File: config.mk
export PLATFORM = sky130hd
export DESIGN_NAME = ppu_bus_writer
export DESIGN_NICKNAME = d
export VERILOG_FILES = /design/src/rtl/ppu_bus_writer.sv
export SDC_FILE = /design/constraint.sdc
export NUM_CORES = 1
export LEC_CHECK = 0
export BUFFER_PORTS_ARGS = -buffer_cell sky130_fd_sc_hd__buf_2
export CAP_MARGIN = 10
export CORE_ASPECT_RATIO = 1.5
export CORE_MARGIN = 5
export CORE_UTILIZATION = 60
export CTS_CLUSTER_SIZE = 24
export DETAILED_ROUTE_END_ITERATION = 7
export GPL_TIMING_DRIVEN = 0
export PLACE_DENSITY = 0.77
export SKIP_CTS_REPAIR_TIMING = 1
export SYNTH_ARGS = -nofsm -noshare
export SYNTH_HDL_FRONTEND = slang
export SYNTH_SLANG_ARGS = --single-unit
export TNS_END_PERCENT = 5
File: constraint.sdc
create_clock -name clk_i -period 6.8 [get_ports clk_i]
set_clock_uncertainty 0.15 [all_clocks]
set_input_delay 0.68 -clock clk_i [delete_from_list [all_inputs] [get_ports clk_i]]
set_output_delay 0.68 -clock clk_i [all_outputs]
set_load 0.02 [all_outputs]
File: src/rtl/ppu_bus_writer.sv
// rtl/ppu_bus_writer.sv - Command-FIFO-fed single-beat writer for the PPU slave port
// Define PPU_WR_VBLANK_GATE_EN to issue beats only while vblank_i is high.
module ppu_bus_writer #(
  parameter int FIFO_DEPTH = 8,
  parameter int GAP_CYCLES = 1
) (
  input  logic                        clk_i,
  input  logic                        reset_i,
  input  logic                        cmd_valid_i,
  output logic                        cmd_ready_o,
  input  logic [1:0]                  cmd_table_i,
  input  logic [7:0]                  cmd_index_i,
  input  logic [31:0]                 cmd_data_i,
  input  logic                        vblank_i,
  output logic [31:0]                 writedata_o,
  output logic                        write_o,
  output logic                        chipselect_o,
  output logic [11:0]                 address_o,
  output logic                        busy_o,
  output logic                        err_drop_o,
  output logic [$clog2(FIFO_DEPTH):0] fill_level_o
);

  localparam int AW = $clog2(FIFO_DEPTH);
  localparam int CW = AW + 1;
  localparam int EW = 44;
  localparam logic [CW-1:0] DEPTH_C = CW'(FIFO_DEPTH);
  localparam logic [CW-1:0] CNT_ONE = CW'(1);
  localparam logic [AW-1:0] PTR_ONE = AW'(1);
  localparam logic [3:0]    GAP_C   = 4'(GAP_CYCLES);

  typedef enum logic [1:0] {
    S_IDLE    = 2'd0,
    S_WAIT_VB = 2'd1,
    S_WRITE   = 2'd2,
    S_GAP     = 2'd3
  } state_e;

  state_e        state_q, state_d;
  logic [3:0]    gap_q, gap_d;
  logic [EW-1:0] mem_q [FIFO_DEPTH];
  logic [AW-1:0] wr_ptr_q, rd_ptr_q;
  logic [CW-1:0] count_q, count_d;
  logic [11:0]   address_q;
  logic [31:0]   wdata_q;
  logic          err_drop_q;

  logic          push, cmd_ok, store, drop, pop, gate_open;
  logic [EW-1:0] push_entry, head_entry;

  // Ready comes only from the registered count, so a same-cycle pop never raises it.
  assign cmd_ready_o = (count_q < DEPTH_C);
  assign push        = cmd_valid_i && cmd_ready_o;

  always_comb begin
    cmd_ok = 1'b1;
    if (cmd_table_i == 2'd3) begin
      cmd_ok = 1'b0;
    end else if ((cmd_table_i != 2'd1) && (cmd_index_i > 8'd15)) begin
      cmd_ok = 1'b0;
    end
  end

  assign store      = push && cmd_ok;
  assign drop       = push && !cmd_ok;
  assign push_entry = {1'b0, cmd_table_i, 1'b0, cmd_index_i, cmd_data_i};
  assign head_entry = mem_q[rd_ptr_q];

`ifdef PPU_WR_VBLANK_GATE_EN
  assign gate_open = vblank_i;
`else
  // Gate permanently open; vblank is folded in only to keep the port referenced.
  assign gate_open = vblank_i | 1'b1;
`endif

  always_ff @(posedge clk_i) begin
    if (store) begin
      mem_q[wr_ptr_q] <= push_entry;
    end
  end

  always_comb begin
    count_d = count_q;
    case ({store, pop})
      2'b10:   count_d = count_q + CNT_ONE;
      2'b01:   count_d = count_q - CNT_ONE;
      default: count_d = count_q;
    endcase
  end

  always_ff @(posedge clk_i) begin
    if (reset_i) begin
      wr_ptr_q <= '0;
      rd_ptr_q <= '0;
      count_q  <= '0;
    end else begin
      if (store) begin
        wr_ptr_q <= wr_ptr_q + PTR_ONE;
      end
      if (pop) begin
        rd_ptr_q <= rd_ptr_q + PTR_ONE;
      end
      count_q <= count_d;
    end
  end

  always_comb begin
    state_d = state_q;
    gap_d   = gap_q;
    pop     = 1'b0;
    case (state_q)
      S_IDLE: begin
        if (count_q != '0) begin
          state_d = S_WAIT_VB;
        end
      end
      S_WAIT_VB: begin
        if (gate_open) begin
          pop     = 1'b1;
          state_d = S_WRITE;
        end
      end
      S_WRITE: begin
        if (GAP_CYCLES > 0) begin
          state_d = S_GAP;
          gap_d   = GAP_C - 4'd1;
        end else begin
          state_d = (count_q != '0) ? S_WAIT_VB : S_IDLE;
        end
      end
      S_GAP: begin
        if (gap_q == 4'd0) begin
          state_d = (count_q != '0) ? S_WAIT_VB : S_IDLE;
        end else begin
          gap_d = gap_q - 4'd1;
        end
      end
      default: state_d = S_IDLE;
    endcase
  end

  always_ff @(posedge clk_i) begin
    if (reset_i) begin
      state_q    <= S_IDLE;
      gap_q      <= 4'd0;
      address_q  <= 12'd0;
      wdata_q    <= 32'd0;
      err_drop_q <= 1'b0;
    end else begin
      state_q    <= state_d;
      gap_q      <= gap_d;
      err_drop_q <= drop;
      // Bus address/data move only when a beat enters WRITE, then hold.
      if (pop) begin
        address_q <= head_entry[43:32];
        wdata_q   <= head_entry[31:0];
      end
    end
  end

  assign write_o      = (state_q == S_WRITE);
  assign chipselect_o = (state_q == S_WRITE);
  assign address_o    = address_q;
  assign writedata_o  = wdata_q;
  assign err_drop_o   = err_drop_q;
  assign fill_level_o = count_q;
  assign busy_o       = (count_q != '0) || (state_q != S_IDLE);

endmodule

== Word level (Yosys, flattened, before mapping) ==
Memory sizes are Yosys's and may differ from the RTL's. A register that Yosys moved wholly into a read port is not among the register bits.
Cells that the tools add are included.
W data, S select, Z words.

* Equal/unequal tests: 10
* Reductions and logical operators: 14
* Muxes and demuxes: 12
* Add/sub/neg operators: 5
* Order comparisons: 2

{| class="wikitable"
|+ Operator list
! kind !! number
|-
| $pmux W4 S2 || 2
|-
| $eq A2 B2 Y1 const B || 4
|-
| $gt A8 B4 Y1 const B || 1
|-
| $pmux W2 S4 || 1
|-
| $sub A4 B1 Y4 const B || 2
|-
| $add A3 B1 Y3 const B || 2
|-
| $mux W1 || 6
|-
| $ne A2 B2 Y1 const B || 3
|-
| $reduce_bool A2 Y1 || 3
|-
| $add A4 B1 Y4 const B || 1
|-
| $eq A2 B1 Y1 const B || 2
|-
| $logic_and A1 B1 Y1 || 4
|-
| $logic_not A4 Y1 || 1
|-
| $lt A4 B4 Y1 const B || 1
|-
| $mux W2 || 2
|-
| $mux W4 || 1
|-
| $reduce_and A2 Y1 || 2
|-
| $reduce_bool A4 Y1 || 1
|-
| $logic_not A2 Y1 || 1
|-
| $ne A2 B1 Y1 const B || 1
|-
| $logic_not A1 Y1 || 1
|-
| $logic_or A1 B1 Y1 || 1
|}

* Memory bits (writable): 336
* Output and inout bits: 53
* Memories: 1
* Flip-flop bits (word level): 29

{| class="wikitable"
|+ Memories
! memory !! depth !! width !! read ports !! clocked after Yosys merged registers in !! wr ports !! RTL line !! RTL
|-
| mem_q || 8 || 42 || 1 || 1 || 1 || 41 || <nowiki>logic [EW-1:0] mem_q [FIFO_DEPTH];</nowiki>
|}

== Depth between registers and ports, before layout ==
Gate-level depths: netlist of run 1.

* Depth after elaboration: 7
* Mapped depth: 9
* Gate-level depth less buffers: 9

== Worst setup path before layout of run 1 ==
No wires, ideal clock.

* Kind: input to register
* Start point: input port cmd_index_i[7]
* End point: memory mem_q[1][0] (netlist bit), enable pin
* Path slack: 1,792 ps
* Required time: 6,156 ps
* Data arrival time: 4,364 ps
* Library setup time: 494 ps
* Stages on the path: 4
* Cells stage by stage: nor4_2 > o21ai_1 > or3_1 > nor3_1

* Word-level cells in the longest chain between the ends: 7

{| class="wikitable"
|+ Ends and longest elaborated chain
! element !! RTL line !! RTL
|-
| start: declaration || 12 || <nowiki>input logic [7:0] cmd_index_i,</nowiki>
|-
| $gt A8 B4 Y1 || 59 || <nowiki>end else if ((cmd_table_i != 2'd1) && (cmd_index_i > 8'd15)) begin</nowiki>
|-
| $logic_and A1 B1 Y1 || 59 ||
|-
| $mux W1 || 59 ||
|-
| $mux W1 || 57 || <nowiki>if (cmd_table_i == 2'd3) begin</nowiki>
|-
| $logic_and A1 B1 Y1 || 64 || <nowiki>assign store = push && cmd_ok;</nowiki>
|-
| $mux W1 || 77 || <nowiki>if (store) begin</nowiki>
|-
| $mux W1 (not written as such) || 78 || <nowiki>mem_q[wr_ptr_q] <= push_entry;</nowiki>
|-
| end: declaration || 41 ||
|}

No other way between the ends.

== Final worst setup path of run 1 ==
* Start point: input port cmd_index_i[7]
* End point: memory mem_q[1][11] (netlist bit), enable pin

Same word-level chain as after synthesis.

==> results, run 1 <==
- The worst setup path is of the in2reg kind.
- The worst register-to-register path begins at fill_level_o[3].
- For this design the static power due to leakage is 5.68 nW.
- The signal arrival time at the worst endpoint is approximately 3400 ps.
- The maximum vdd ir drop is 222 uV.
- The number of antenna violations at the first check in global routing is 4.
- In this run, distinct cell masters in the synthesized netlist total 44.
- After clock tree synthesis, the clock-pin slew on the worst setup and hold paths is 60 ps.
- The number of max-slew violations in the final report is 0.
- In this run the worst path has a maximum fanout of 10.
- The critical path endpoint category is a register.
- After detailed routing, the average wire length per cell comes to between 20 and 30 um.
- The most used flip-flop cell after synthesis is sky130_fd_sc_hd__edfxtp_1.
- Once layout is done, the placed cells without fillers occupy approximately 17000 um2.
- The core area is 24300 um2.
- The proportion of register bits with asynchronous set or reset after synthesis is 0.
- The number of clock sinks seen by CTS is between 300 and 400.
- The number of instances in the synthesized netlist is ~750.
- At the pin with the least slew margin, the transition time is 1020 ps.
- The run finished with clean final reports.
- After detailed routing, the total wire length is ~32 mm.
- Detailed placement ended at an HPWL of 20.1 mm.
- For this run, the post-layout net count is 957.
- In the routed layout, each cell is associated on average with a via count of about 6.2.
- Total power for the finished layout comes to 6.17 mW.
- The reg-to-reg endpoint is mem_q[1][11].
- The H-tree level count is 2.
- Setup repair after global routing left no endpoint under its margin.
- The floorplan step defined a die boundary enclosing ~28000 um2.
- The detail route stage leaves a number of antenna-violating nets equal to 0.
- On the final layout, the worst hold slack is around 280 ps.
- The total global routing track utilization is 0.240.
- The pin count of the biggest net entering global routing is 26.
- The share of the Yosys chip area taken by registers is 0.766.
- In the synthesized netlist, the cells that appear most often are sky130_fd_sc_hd__edfxtp_1, sky130_fd_sc_hd__mux4_2, sky130_fd_sc_hd__nor2_1, sky130_fd_sc_hd__dfxtp_1, sky130_fd_sc_hd__nor3_1.
- Summed over all failing endpoints, the final setup total negative slack is 0 ps.
- The cell type with the highest aggregate area in the netlist is sky130_fd_sc_hd__edfxtp_1.
- The clock latency on the worst-skew pair is ~520 ps.
- After synthesis, the mean cell area works out to 19.6 um2.
- Input and output buffers added on the ports amount to 94.
- From left edge to right edge, the die measures 138 um.
- The cell count after placement is about 1200.
- Setup slack closes at 3440 ps.
- For this configuration, the core starts out at a cell density of 0.606.
- The shortest period the worst path allows is 3360 ps.
- During synthesis, Yosys emitted a total of 0 warnings.
- Summing all placed instances gives a cell area of approximately 16000 um2.
- The required arrival time at the worst endpoint is between 6000 and 7000 ps.
- The via count of the routed design is 7825.
- The total count of hold-check failures in the final report is 0.
- The final cell count without fillers is approximately 1300.
- Counting flops with a built-in enable in the synthesized netlist gives roughly 340.
- The root buffer cell chosen for the clock tree is sky130_fd_sc_hd__clkbuf_16.
- Timing analysis after detailed placement gives a worst setup slack of around 3000 ps.
- The worst pin sits at a relative slew slack of 0.315.
- The clock tree from TritonCTS is yes.
- In the final layout, the share of cells above drive strength 1 is 0.301.
- The number of core rows is 70.
- For this design the ratio of total power to cell area is 361 nW/um2.
- After detailed routing, the number of remaining DRC violations is 0.
- The launch point of the worst path is cmd_index_i[7].
- The share of the clock period used by the worst path is 0.495.
- The share of the synthesized area in the top cell type is 0.686.
- The peak clock frequency supported by timing is just under 300 MHz.
- The max-cap check violation count is 0.
- The worst hold path class is in2reg.
- Sorting the synthesized cells by area gives the leading types as sky130_fd_sc_hd__edfxtp_1, sky130_fd_sc_hd__mux4_2, sky130_fd_sc_hd__dfxtp_1.
- For the worst flop-to-flop path, the logic depth is 4.
- The congestion estimate from routability-driven global placement came to between 0.7 and 0.8.
- The fraction of the core area covered by cells at the end of the flow is 0.705.
- The filler cells instantiated in the layout total 1446.
- The endpoint of the most critical setup path is mem_q[1][11].
- The initial detailed-routing violation count is 686.
- The detailed-routing iteration count for the pre-antenna-repair pass is 5.
- The cell area that synthesis handed to floorplanning was approximately 15000 um2.
- The first-pass GRT wire length is between 40 and 50 mm.
- 99 I/O pins were placed.
- The register bit count reported by yosys is 395.
- The worst setup slack for register-to-register paths is between 4000 and 5000 ps.
- The worst setup path is launched from an input pin.
- No sink is reached through more buffers than the 3 on the longest clock path.
- Summed over all layers, the global routing overflow is 0.
- Counting the buffers created by CTS gives 36.
- The relative area change from synthesis to final layout is 16.3%.
- The most common cell in the netlist is sky130_fd_sc_hd__edfxtp_1.
- Setup violations remaining at the end of the flow were counted as 0.
- In this run the vertical extent of the chip is ~200 um.
- The via count of the first global-routing pass is 8494.
sequential cells by signal, summed over array words and instances, names as in the netlist:
signal and flops:
mem_q 336, wr_ptr_q 3, rd_ptr_q 3, address_o 10
err_drop_o 1, state_q 2, gap_q 4, fill_level_o 4
writedata_o 32
cells by family (layout without fill, tap and decap cells):
| kind of cell | after synthesis | in the layout | share of synthesized area |
|---|---|---|---|
| fa+ha+maj | 10 | 10 | 0.00851 |
| compound gates | 62 | 62 | 0.0264 |
| other cells | 1 | 5 | 0.000255 |
| simple gates | 137 | 137 | 0.0432 |
| xor+xnor | 7 | 7 | 0.00417 |
| buf+inv | 50 | 227 | 0.0191 |
| mux | 89 | 89 | 0.132 |
| flops | 395 | 395 | 0.766 |
power breakdown:
group          leakage, nW  switching (mW)  internal (mW)
combinational         1.60           0.757          0.588
sequential            3.52          0.0868           2.76
clock                0.563           0.832           1.14
routing by layer:
| metal | up-vias | share of wire | global-route usage |
|---|---|---|---|
| li1 | 3342 | - | - |
| met3 | 79 | 0.072 | 0.0368 |
| met2 | 376 | 0.53 | 0.407 |
| met5 | - | 0.00044 | 0 |
| met1 | 4024 | 0.37 | 0.320 |
| met4 | 4 | 0.028 | 0.0819 |
layout by cell type, fill, tap and decap left out, drive strengths merged, types with 3 or more instances in the layout:
cell    instances
clkbuf         68
dfxtp          59
mux4           84
nor4            3
nand3           4
ha             10
nor3           46
edfxtp        336
xor2            6
mux2i           4
diode           3
o22ai          42
nand3b          3
buf           136
nor2           62
a21oi           6
o21ai           5
nand2           9
inv             7
clkinv         12
bufinv          3
how the worst min path moves through the flow:
stage / startpoint / endpoint / depth (start not counted)
floorplan: gap_q[0] / gap_q[0] / 2
global placement: writedata_o[6] / writedata_o[6] / 2
detailed placement: writedata_o[4] / writedata_o[4] / 2
CTS: cmd_data_i[0] / mem_q[7][0] / 1
global route: cmd_data_i[3] / mem_q[2][3] / 1
finish: cmd_data_i[25] / mem_q[3][25] / 1
critical path, cell delays in order:
cell	delay [ps]
sky130_fd_sc_hd__buf_2	160
sky130_fd_sc_hd__nor4_2	580
sky130_fd_sc_hd__o21ai_1	190
sky130_fd_sc_hd__or3_1	510
sky130_fd_sc_hd__nor3_2	830
sky130_fd_sc_hd__buf_6	290
sky130_fd_sc_hd__buf_8	180
layout make-up:
cell class | count | area, um2 | share of cell area
diodes | 3 | 7.51 | 0.000439
clock inverters | 18 | 166 | 0.00973
repair buffers | 111 | 766 | 0.0448
plain buffers | 45 | 262 | 0.0153
inverters | 5 | 18.8 | 0.00110
multi-input cells | 307 | 3220 | 0.188
flip-flops and latches | 395 | 11300 | 0.659
well taps | 324 | 405 | 0.0237
clock buffers | 48 | 987 | 0.0577
Note: power is estimated with default switching activity, not from simulation.
==> run 2, diff against run 1 <==
--- a/config.mk
+++ b/config.mk
@@ -5,6 +5,7 @@
 export SDC_FILE = /design/constraint.sdc
 export NUM_CORES = 1
 export LEC_CHECK = 0
+export ABC_AREA = 1
 export BUFFER_PORTS_ARGS = -buffer_cell sky130_fd_sc_hd__buf_2
 export CAP_MARGIN = 10
 export CORE_ASPECT_RATIO = 1.5
==> constraint.sdc (replaced) <==
create_clock -name clk_i -period 3.2 [get_ports clk_i]
set_clock_uncertainty 0.15 [all_clocks]
set_input_delay 0.32 -clock clk_i [delete_from_list [all_inputs] [get_ports clk_i]]
set_output_delay 0.32 -clock clk_i [all_outputs]
set_load 0.02 [all_outputs]
==> run 2 against run 1 <==
  * The run now ends with hold timing left
  * Global-route usage is 3.0 points higher
  * Design area is 8.9% higher
  * Utilization is 0.28 points higher
  * Clock-buffer cell count stayed put
  * Combinational power grew to 2.6 times the previous value
  * Cell count is 50% higher
  * First-iteration DRC count is 85% higher
  * Synthesized cell count is 76% higher
  * Critical endpoint is now mem_q[1][31]
  * Largest cell class unchanged
  * Largest power group unchanged
==> results, run 2 <==
- The top cell types in the final layout, fill and taps aside, are sky130_fd_sc_hd__edfxtp_1, sky130_fd_sc_hd__nand2_1, sky130_fd_sc_hd__inv_1, sky130_fd_sc_hd__o211ai_1, sky130_fd_sc_hd__buf_2.
- The total count of hold-check failures in the final report is 7 (+7).
- The fraction of final layout cells with drive strength greater than 1 was 0.150 (-0.151).
- The number of buffers on the longest clock path is 3 (unchanged).
- The average footprint of a synthesized cell is 12.0 um2 (-39%).
- The starting utilization of the core area is 0.602 (-0.00393).
- The cell with the largest stage delay on the worst path is sky130_fd_sc_hd__nor2_4.
- The clock tree from TritonCTS is yes.
- The launch point of the worst path is cmd_table_i[0].
- The share of the synthesized area in the top cell type was 0.637 (-0.0492).
- Walking the worst path, the cells encountered are dlygate4sd3_1 -> buf_2 -> inv_1 -> o21ai_2 -> nand3_1 -> nor2_4 -> buf_12.
- The area share of xor/xnor cells in the synthesized design is 0.00276 (-0.00140).
- The power density relative to cell area is 725 nW/um2 (+100%).
- The final net count is 1575 (+65%).
- The share of the clock period used by the worst path is 0.965.
- The total power came to 13.5 mW (+120%).
- The worst register-to-register path ends at mem_q[1][31].
- The port buffer count is 95 (+1.1%).
- The length in cells of the worst reg-to-reg path is 4 (unchanged).
- The clock-pin slew reported for the worst setup and hold paths after clock tree synthesis came to 60 ps (about the same).
- The post-synthesis instance area is 15800 um2 (+7.7%).
- The family of cells with the greatest summed delay on the critical path is simple AND/OR/NAND/NOR gates.
- The worst setup slack after layout came to 113 ps (-3320 ps).
- The cell type with the highest aggregate area in the netlist is sky130_fd_sc_hd__edfxtp_1.
- The dominant combinational cell family by area after synthesis is compound AO/OA/AOI/OAI gates.
- Sorting the synthesized cells by area gives the leading types as sky130_fd_sc_hd__edfxtp_1, sky130_fd_sc_hd__o211ai_1, sky130_fd_sc_hd__dfxtp_1.
- The register bank with the most flops is mem_q.
- The detailed-routing iteration count for the pre-antenna-repair pass is 5 (unchanged).
- The shortest period the worst path allows is just over 3000 ps.
- The critical path endpoint category is a register.
- The tightest slew margin relative to the limit is 0.375 (+0.0605).
- The commonest cells after synthesis are sky130_fd_sc_hd__edfxtp_1, sky130_fd_sc_hd__nand2_1, sky130_fd_sc_hd__inv_1, sky130_fd_sc_hd__o211ai_1, sky130_fd_sc_hd__nand3_1.
- The via count of the routed design is 11100 (+42%).
- The count of filler cells inserted in the layout was 1721 (+19%).
- The worst setup slack for register-to-register paths is 470 ps (-3660 ps).
- The number of setup violations in the final report is 0 (unchanged).
- The number of flip-flops under the largest register name is 336 (unchanged).
- The most common cell after layout, fill and taps aside is sky130_fd_sc_hd__edfxtp_1.
- The required arrival time at the worst endpoint is 3260 ps (-3600 ps).
- The count of different cell masters after synthesis was 26 (-41%).
- The pin count of the biggest net entering global routing is 26 (unchanged).
- The multiplexer fraction of the synthesized cell area is 0 (-0.132).
- The number of instances in the synthesized netlist is 1320 (+76%).
- The average wire per cell in the routed design is 21.6 um (-16%).
- The number of primary I/O pins is 99 (unchanged).
- The initial detailed-routing violation count came to 1270 (+85%).
- The number of core rows is 73 (+4.3%).
- The remaining global-route overflow is 0 (unchanged).
- The total global routing track utilization was 0.270 (+0.0299).
- The total die area is 29800 um2 (+7.2%).
- The final cell count without fillers came to 1883 (+50%).
- The arithmetic-cell share of the synthesized area counting full adders, half adders and majority gates came to 0.00790 (-0.000610).
- The number of synthesized flops with an enable pin is 336 (unchanged).
- The clock latency on the worst-skew pair was 520 ps (about the same).
- The number of nets with antenna violations after detailed routing is 0 (unchanged).
- The worst setup slack before clock tree synthesis was 94.0 ps (-2890 ps).
- The area share of and/or/nand/nor cells after synthesis is 0.0897 (+0.0465).
- The signal arrival time at the worst endpoint is 3150 ps (-280 ps).
- The post-route setup TNS was 0 ps (unchanged).
- The post-detailed-route via-to-cell ratio is 5.89 (-5.5%).
- The fraction of the mapped netlist area in compound gates is 0.117 (+0.0903).
- The transition time at the pin with the least slew margin is 935 ps (-87.3 ps).
- The worst setup path is launched from an input pin.
- The overall routed net length came to 40.8 mm (+27%).
- The run finished, with violations left.
- The final reports fail on hold timing.
- The most instantiated flip-flop cell in the synthesis netlist is sky130_fd_sc_hd__edfxtp_1.
- The cell depth of the worst setup path is 7 (unchanged).
- The fraction of the yosys area taken by sequential cells is 0.711 (-0.0549).
- The worst path buffer plus inverter count is 4 (+1).
- The detailed-route DRC error count is 0 (unchanged).
- The clock root buffer is sky130_fd_sc_hd__clkbuf_16.
- Static timing analysis puts the maximum clock frequency at 324 MHz.
- The H-tree level count was 2 (unchanged).
- The worst register-to-register path begins at fill_level_o[3].
- The cell count after placement came to 1775 (+50%).
- The sum of net half-perimeters after detailed placement is 26.2 mm (+30%).
- The largest fanout on the critical path was 23 (+13).
- The largest stage delay on the critical path is 860 ps (+30 ps).
- The number of antenna violations at the first check in global routing was 2 (-2).
- The maximum vdd ir drop was 528 uV (+140%).
- The number of clock sinks seen by CTS is 395 (unchanged).
- Setup repair after global routing left no endpoint under its margin.
- The register area is 11300 um2 (unchanged).
- The count of synthesis-stage warnings from yosys is 0 (unchanged).
- The worst hold path belongs to the class in2reg.
- The height of the die came to 209 um (+3.6%).
- The most common cell in the synthesized netlist is sky130_fd_sc_hd__edfxtp_1.
- The die extent in x is 143 um (+3.5%).
- The max-cap check violation count was 0 (unchanged).
- The via count of the first global-routing pass is 10900 (+28%).
- The static leakage is 7.10 nW (+25%).
- The proportion of register bits with asynchronous set or reset after synthesis was 0 (unchanged).
- The number of CTS-inserted buffers came to 36 (unchanged).
- The register bit count reported by yosys is 395 (unchanged).
- The core area is 26300 um2 (+8.4%).
- The category of the critical setup timing path is in2reg.
- The first-pass GRT wire length was 61.1 mm (+23%).
- The smallest hold slack is -4.31 ps (-283 ps).
- Following the worst setup path forward leads to its endpoint at mem_q[1][31].
- The relative area change from synthesis to final layout is 17.5%.
- The routability congestion estimate is 0.813 (+7.3%).
- The number of max-slew violations in the final report is 0 (unchanged).
- The multi-input logic area was 3500 um2 (+8.7%).
## run 2: cell count changes in the layout (fill, tap and decap cells not counted), sizes merged, moves of 41 or more
cell	before	now
inv	7	195
o211ai	1	161
dlygate4sd3	0	43
nor3	46	4
o22ai	42	1
nand3	4	96
nand2	9	224
buf	136	178
mux4	84	0
o21ai	5	60
nor2	62	18
a21oi	6	65
## run 2: worst min path at each step
stage	from	endpoint	slack, ps	depth (start not counted)
2_1_floorplan	cmd_data_i[0]	mem_q[0][0]	270	0
3_3_place_gp	gap_q[0]	gap_q[0]	290	1
3_5_place_dp	gap_q[0]	gap_q[0]	300	1
4_1_cts	cmd_valid_i	err_drop_o	-120	3
5_1_grt	cmd_table_i[1]	mem_q[5][41]	0.1	1
6_report	cmd_table_i[1]	mem_q[0][41]	-4	1
## run 2: cell type report
type                            count  share of cell area
Sequential cell                   395               0.606
Multi-Input combinational cell    648               0.188
Timing Repair Buffer              160              0.0651
Clock buffer                       48              0.0525
Inverter                          195              0.0393
Tap cell                          337              0.0227
Buffer                             83              0.0214
Clock inverter                     15             0.00531
Antenna cell                        2            0.000269
## run 2: routing by layer
metal / track usage / wire (um) / share of wire / vias to the layer above
met3: 0.0465 / 3610 / 0.089 / 90
met5: 0 / 0 / 0 / -
li1: - / - / - / 5033
met1: 0.333 / 14600 / 0.36 / 5301
met4: 0.116 / 1330 / 0.033 / 0
met2: 0.467 / 21200 / 0.52 / 658
## run 2: kinds of logic after synthesis
family / Yosys count
compound gates: 287
xor+xnor: 5
other cells: 1
flops: 395
buf+inv: 278
simple gates: 344
fa+ha+maj: 10
## run 2: where the power goes
part | internal, mW | switching (mW)
Combinational | 1.06 | 2.41
Sequential | 5.85 | 0.153
Clock | 2.23 | 1.79
## run 2: through the flow
step,util,area (um2)
6_report,0.708,18600
4_1_cts,0.691,18200
5_1_grt,0.708,18600
3_5_place_dp,0.650,17100
2_1_floorplan,-,15800
3_3_place_gp,0.637,16700
